--- src/rtl/fill_pkg.sv ---
// Shared constants, FSM state type and coordinate helpers for the span filler.
package fill_pkg;

  localparam int SCREEN_W = 640;
  localparam int SCREEN_H = 480;
  localparam int X_W      = 10;
  localparam int Y_W      = 9;
  localparam int ADDR_W   = 19;
  localparam int COLOR_W  = 8;

  localparam logic [X_W-1:0] X_MAX = X_W'(SCREEN_W - 1);
  localparam logic [Y_W-1:0] Y_LIM = Y_W'(SCREEN_H);

  typedef enum logic [1:0] {
    IDLE  = 2'd0,
    SETUP = 2'd1,
    WRITE = 2'd2,
    DONE  = 2'd3
  } fill_state_t;

  // Pull a column back onto the visible screen.
  function automatic logic [X_W-1:0] clamp_x(input logic [X_W-1:0] x);
    return (x > X_MAX) ? X_MAX : x;
  endfunction

endpackage

--- src/rtl/fill_addr_gen.sv ---
// Linear frame-buffer address from (y, x): y*640 + x built from two shifts.
module fill_addr_gen
  import fill_pkg::*;
(
  input  logic [Y_W-1:0]    y,
  input  logic [X_W-1:0]    x,
  output logic [ADDR_W-1:0] addr
);

  logic [ADDR_W-1:0] y_ext;
  logic [ADDR_W-1:0] x_ext;

  assign y_ext = {{(ADDR_W - Y_W){1'b0}}, y};
  assign x_ext = {{(ADDR_W - X_W){1'b0}}, x};

  // 640 = 512 + 128, so the row offset is two shifted copies of y.
  assign addr = (y_ext << 9) + (y_ext << 7) + x_ext;

endmodule

--- src/rtl/fill_span_writer.sv ---
// Writes one horizontal span of a single colour into the frame buffer,
// one pixel per accepted write, then reports completion.
module fill_span_writer
  import fill_pkg::*;
(
  input  logic               clk,
  input  logic               rst,
  input  logic               fill_start,
  input  logic [X_W-1:0]     x_left,
  input  logic [X_W-1:0]     x_right,
  input  logic [Y_W-1:0]     y,
  input  logic [Y_W-1:0]     y_last,
  input  logic [COLOR_W-1:0] color,
  input  logic               wr_ack,
  output logic               wr_req,
  output logic [ADDR_W-1:0]  wr_addr,
  output logic [COLOR_W-1:0] wr_data,
  output logic               fill_done,
  output logic               all_finish
);

  fill_state_t state, state_nxt;

  logic [X_W-1:0]     xa_r, xb_r;
  logic [X_W-1:0]     x_r, xe_r;
  logic [Y_W-1:0]     y_r, y_last_r;
  logic [COLOR_W-1:0] color_r;
  logic [X_W-1:0]     xs_c, xe_c;
  logic [ADDR_W-1:0]  addr_c;
  logic               last_px;

  fill_addr_gen u_addr (
    .y    (y_r),
    .x    (x_r),
    .addr (addr_c)
  );

  // Order and clamp the captured endpoints for the SETUP cycle.
  always_comb begin
    xs_c = clamp_x((xa_r < xb_r) ? xa_r : xb_r);
    xe_c = clamp_x((xa_r < xb_r) ? xb_r : xa_r);
  end

  assign last_px = (x_r == xe_r);

  // Next-state selection; a request is only honoured from IDLE.
  always_comb begin
    state_nxt = state;
    case (state)
      IDLE:    if (fill_start) state_nxt = SETUP;
      SETUP:   state_nxt = (y_r >= Y_LIM) ? DONE : WRITE;
      WRITE:   if (wr_ack && last_px) state_nxt = DONE;
      DONE:    state_nxt = IDLE;
      default: state_nxt = IDLE;
    endcase
  end

  // Control state: FSM register and the sticky last-row flag.
  always_ff @(posedge clk) begin
    if (rst) begin
      state      <= IDLE;
      all_finish <= 1'b0;
    end else begin
      state <= state_nxt;
      if (state == IDLE && fill_start)
        all_finish <= 1'b0;
      else if (state != DONE && state_nxt == DONE)
        all_finish <= (y_r == y_last_r);
    end
  end

  // Span datapath: capture on accept, set up the walk, advance on each ack.
  always_ff @(posedge clk) begin
    case (state)
      IDLE: begin
        if (fill_start) begin
          xa_r     <= x_left;
          xb_r     <= x_right;
          y_r      <= y;
          y_last_r <= y_last;
          color_r  <= color;
        end
      end
      SETUP: begin
        x_r  <= xs_c;
        xe_r <= xe_c;
      end
      WRITE: begin
        if (wr_ack && !last_px) x_r <= x_r + 1'b1;
      end
      default: ;
    endcase
  end

  // Outputs are gated by state so reset forces them all low at once.
  always_comb begin
    wr_req    = (state == WRITE);
    wr_addr   = wr_req ? addr_c : '0;
    wr_data   = wr_req ? color_r : '0;
    fill_done = (state == DONE);
  end

endmodule
--- config.mk ---
export PLATFORM = sky130hd
export DESIGN_NAME = fill_span_writer
export DESIGN_NICKNAME = d
export VERILOG_FILES = /design/src/rtl/fill_pkg.sv /design/src/rtl/fill_addr_gen.sv /design/src/rtl/fill_span_writer.sv
export SDC_FILE = /design/constraint.sdc
export NUM_CORES = 1
export LEC_CHECK = 0
export CELL_PAD_IN_SITES_DETAIL_PLACEMENT = 1
export CELL_PAD_IN_SITES_GLOBAL_PLACEMENT = 1
export CORE_ASPECT_RATIO = 1.5
export CORE_MARGIN = 2
export CORE_UTILIZATION = 41
export DETAILED_ROUTE_END_ITERATION = 8
export PLACE_DENSITY = 0.79
export SLEW_MARGIN = 20
export SYNTH_ARGS = -nofsm -noshare
export SYNTH_HDL_FRONTEND = slang
export SYNTH_SLANG_ARGS = --single-unit
--- constraint.sdc ---
create_clock -name clk -period 3 [get_ports clk]
set_clock_uncertainty 0.2 [all_clocks]
set_input_delay 0.3 -clock clk [delete_from_list [all_inputs] [get_ports clk]]
set_output_delay 0.3 -clock clk [all_outputs]
set_load 0.1 [all_outputs]
After elaboration in Yosys (flattened, before gate mapping) --
Cells that the tools add are included.
Operators by class: add/subtract/negate cells 3, $lt $le $gt $ge 4, equality and inequality tests 8, muxes and demuxes 11, reductions and logical operators 10
Operators with widths (count):
- $mux W10 | 4
- $gt A10 B10 Y1 const B | 2
- $pmux W10 S2 | 1
- $add A18 B16 Y19 | 1
- $add A19 B10 Y19 | 1
- $mux W19 | 1
- $add A10 B1 Y10 const B | 1
- $eq A10 B10 Y1 | 1
- $lt A10 B10 Y1 | 1
- $eq A9 B9 Y1 | 1
- $ge A9 B9 Y1 const B | 1
- $mux W8 | 1
- $pmux W2 S4 | 1
- $eq A2 B2 Y1 const B | 3
- $logic_and A1 B1 Y1 | 4
- $mux W2 | 2
- $reduce_and A2 Y1 | 2
- $eq A2 B1 Y1 const B | 1
- $logic_not A2 Y1 | 1
- $ne A2 B1 Y1 const B | 1
- $ne A2 B2 Y1 const B | 1
- $reduce_bool A2 Y1 | 1
- $reduce_or A2 Y1 | 1
- $logic_not A1 Y1 | 1
- $mux W1 | 1
Word-level totals: register bits 69, bits of input ports 50, logic and storage cells 45

Longest topological paths before layout --
depth after elaboration 6, depth in mapped cells 10, mapped depth without buffers 10

Hierarchy --
From an unflattened synthesis, not the netlist that was laid out.
Second synthesis, totals: cells, all modules 348, area total of the unflattened synthesis 4068.9 µm²
Modules (own cells, without submodules):
- fill_span_writer | instances 1, cells each 276, area each 3449.6 µm², sequential area each 2042.0 µm²
- fill_addr_gen | instances 1, cells each 72, area each 619.3 µm², sequential area each 0.0 µm²

Worst setup path before layout --
Ideal clock, no wire load.
kind flip-flop to output port, start reg x_r[9], end out wr_addr[14], arrival time 4214 ps, data required time 2500 ps, slack -1714 ps, cell stages (with the launch flop) 10, buffers on the path 0, cells stage by stage edfxtp_1 fa_1 inv_1 fa_1 nor2b_1 o21a_1 o21ai_0 a21boi_0 nor3_1 nor3_1
Between the ends: word-level cells in the longest chain between the ends 2
RTL lines:
- from (decl) | line fill_span_writer.sv:25 | logic [X_W-1:0] x_r, xe_r;
- from (signal assigned) | line fill_span_writer.sv:85 | x_r <= xs_c;
- from (signal assigned) | line fill_span_writer.sv:89 | if (wr_ack && !last_px) x_r <= x_r + 1'b1;
- $add A19 B10 Y19 | line fill_addr_gen.sv:17 | assign addr = (y_ext << 9) + (y_ext << 7) + x_ext;
- $mux W19 | line fill_span_writer.sv:98 | wr_addr = wr_req ? addr_c : '0;
- to (decl) | line fill_span_writer.sv:16 | output logic [ADDR_W-1:0] wr_addr,
Every way passes these cells.

Final worst setup path --
start reg y_r[2], end out wr_addr[15]
Between the ends: word-level cells in the longest chain between the ends 3
RTL lines:
- from (decl) | line fill_span_writer.sv:26 | logic [Y_W-1:0] y_r, y_last_r;
- from (signal assigned) | line fill_span_writer.sv:79 | y_r <= y;
- $add A18 B16 Y19 | line fill_addr_gen.sv:17
- $add A19 B10 Y19 | line fill_addr_gen.sv:17
- $mux W19 | line fill_span_writer.sv:98
Every way passes these cells.

==> flow_summary.toml <==
[outcome]
status = "finished with violations"
failed_checks = "negative setup slack"

[routing]
drtPass1Iterations = 4
drt_wl_total_microns = 11300
wl_per_cell_microns = 20.4
vias = 3052
via_per_inst = 5.54
drtIter0Drc = 116
drtAntennaViolNets = 0
drc = 0

[pwr]
cellPowerDensity_nw_per_um2 = 1240
leakage_uw = 0.00209
peakVddDrop_v = 0.000704

[clock_network]
clock_path_buffers = 2
clk_root_buffer_cell = "clkbuf_16"
cts_tree = "built"
cts.sinks = 69
insertion_delay_ns = 0.33
path_clk_slew_ns = 0.06
htree_levels = 3
numCtsBuffers = 9

[critical_path]
critPathRequiredTime_ns = 2.50
worst_r2r_path_depth = 7
cp_slowest_cell = "fa_1"
worstPathCellList = "fa_1 > buf_4 > ha_4 > a211oi_4 > o21ai_2 > a21o_1 > a21oi_2 > xor2_1 > nor2_4 > buf_12"
endpoint_kind = "output pin"
r2r-end = "x_r[3]"
cp_max_fo = 2
r2r_start = "xa_r[5]"
criticalPathCategory = "reg2out"
worst_path_largest_cell_delay_ns = 0.53
rrSetupSlack_ns = 0.23
worstSetupStartpointType = "flip-flop"
critical_path_arrival_ns = 2.96

[die]
coreArea_sq_um = 9200
die_w_microns = 83.0
die-area_sq_um = 10200
start_util = 0.418
ios = 80
die_y_microns = 123
num_rows = 43

[grt]
grt_usage = 0.212
grt_start_max_net_pins = 38
antenna_found_initial = 0
grt_pass1_vias = 3303
grt_overflow = 0
grt_pass1_wl_microns = 16300

[synthesis]
yosysWarnings = 0
synthCells = 330
netlist_area_sq_um = 3840
seq_area_frac_synth = 0.532
async_reset_ff_frac = 0
syn_avg_cell_area_sq_um = 11.6
synthSimpleGateAreaFrac = 0.144
synth_top_family_by_area = "simple AND/OR/NAND/NOR gates"
synth_nets = 414
synth_top_area_share = 0.516
yosys-top-cells-area = "edfxtp_1, ha_1, xor2_1"
synth_compound_area_frac = 0.108
synthMuxAreaShare = 0.00521
ys_seq_elements = 69
synthFlopType = "edfxtp_1"
synth_xor_area_frac = 0.0661
synth_fa_ha_area_frac = 0.115
synth_edf_count = 66
yosysTopAreaCell = "edfxtp_1"
synth_cell_types = 45

[cells_and_area]
finalCoreUtilization = 0.599
nets = 518
syn2layout_area_growth_pct = 43.6
layout-drive-gt1-share = 0.239
n_antenna_cell = 0

[timing]
drv_slew = 0
maxSlewHeadroom = 0.407
fin_crit_ns = 3.46
worst_pin_slew_ns = 0.889
timing.final.ws_setup_ns = -0.456
maxClockFrequency_ghz = 0.289
period_share = 1.15
tns_ns = -2.74
setup_viol = 8
hold_viol_final = 0
rsz0062_at_grt = "true"

[place]
gp_congestion = 0.776
dpl.hpwl_microns = 7710
numPortBuffers = 79

[job]
drv_cap = 0

[hold_path]
holdPathEnd = "all_finish"
hold_class = "reg2reg"
min_from = "all_finish"
hold_depth = 2
-- cells in the mapped netlist, drive strengths merged, types with 10 or more instances --
| cell type | n |
|---|---|
| a21oi | 16 |
| and2 | 18 |
| edfxtp | 66 |
| ha | 32 |
| inv | 20 |
| nand2 | 16 |
| nand3 | 10 |
| nor2 | 24 |
| nor4 | 12 |
| o21ai | 10 |
| xor2 | 21 |
-- through the flow --
stage	cell area [sq um]	std cells	total power (uW)	hold WS (ns)	worst slack, ns
global placement	5040	524	5360	0.261	0.0205
detailed placement	5040	524	5480	0.272	-0.0532
floorplan	3980	330	4380	0.172	-0.231
finish	5510	551	6860	0.279	-0.456
global route	5510	551	7200	0.312	-0.570
CTS	5410	547	6620	0.280	-0.327
-- logic make-up (layout without fill, tap and decap cells) --
group	after synthesis	after routing
xor+xnor	29	29
mux	2	2
simple gates	105	105
fa+ha+maj	34	34
buf+inv	31	140
compound gates	60	60
flops	69	69
-- critical path: cells and delay by family (launching register included) --
| kind | cells | cell delay (ns) |
|---|---|---|
| compound gates | 4 | 0.69 |
| flops | 1 | 0.46 |
| simple gates | 1 | 0.06 |
| fa+ha+maj | 2 | 0.75 |
| xor+xnor | 1 | 0.29 |
| buf+inv | 2 | 0.37 |
-- power by group --
group | leakage (uW) | internal, uW | switching, uW
Combinational | 0.00133 | 1510 | 2610
Clock | 0.000121 | 552 | 392
Sequential | 0.000643 | 1520 | 280
-- layout make-up --
class	count	area (sq um)
flip-flops and latches	69	2040
clock inverters	5	27.5
multi-input cells	230	1950
clock buffers	11	233
fillers	912	3690
well taps	112	140
inverters	20	75.1
repair buffers	104	1050
-- worst max-delay path by stage --
stage           start           to  cells after the start
3_5_place_dp   y_r[2]  wr_addr[15]                      9
4_1_cts        y_r[0]  wr_addr[15]                      9
2_1_floorplan  y_r[2]  wr_addr[14]                      9
3_3_place_gp   y_r[2]  wr_addr[15]                      9
5_1_grt        x_r[9]  wr_addr[14]                     10
6_report       y_r[2]  wr_addr[15]                     10
-- repair_timing --
item                                    CTS  global route
resized for setup                        13            12
setup buffers                             7             4
pin swaps                                 9            10
hold buffers                              0             0
cloned                                    0             0
endpoints found under the setup margin    8             8
-- placed cells by master (no fill, tap or decap), types with 3 or more instances in the layout --
cell type	count
edfxtp_1	66
a21oi_1	12
nor4_1	12
and3_1	4
and2_1	17
a21o_1	4
a21oi_2	3
dfxtp_1	3
ha_4	5
o211ai_1	3
nor2_1	18
xor2_1	21
o21ai_0	6
o221a_1	6
nor2_4	6
clkdlybuf4s50_1	49
nand3_1	10
nand4b_1	3
buf_4	42
buf_12	11
clkbuf_16	9
xnor2_1	6
ha_1	25
nand2_1	14
inv_1	19
nor3_4	3
o21a_1	5
-- flip-flops by register name, summed over array words and instances, names as in the netlist --
name,cells
x_r,10
xa_r,10
xb_r,10
xe_r,10
y_last_r,9
y_r,9
color_r,8
state,2
all_finish,1
-- routing by layer --
metal  share of wire  up-vias  global-route usage
met5               0        -                   0
met4           0.043        0               0.121
met3           0.033       40              0.0370
met2            0.57       96               0.421
met1            0.35     1483               0.201
li1                -     1433                   -
No activity file was read; power rests on OpenSTA's default activity.
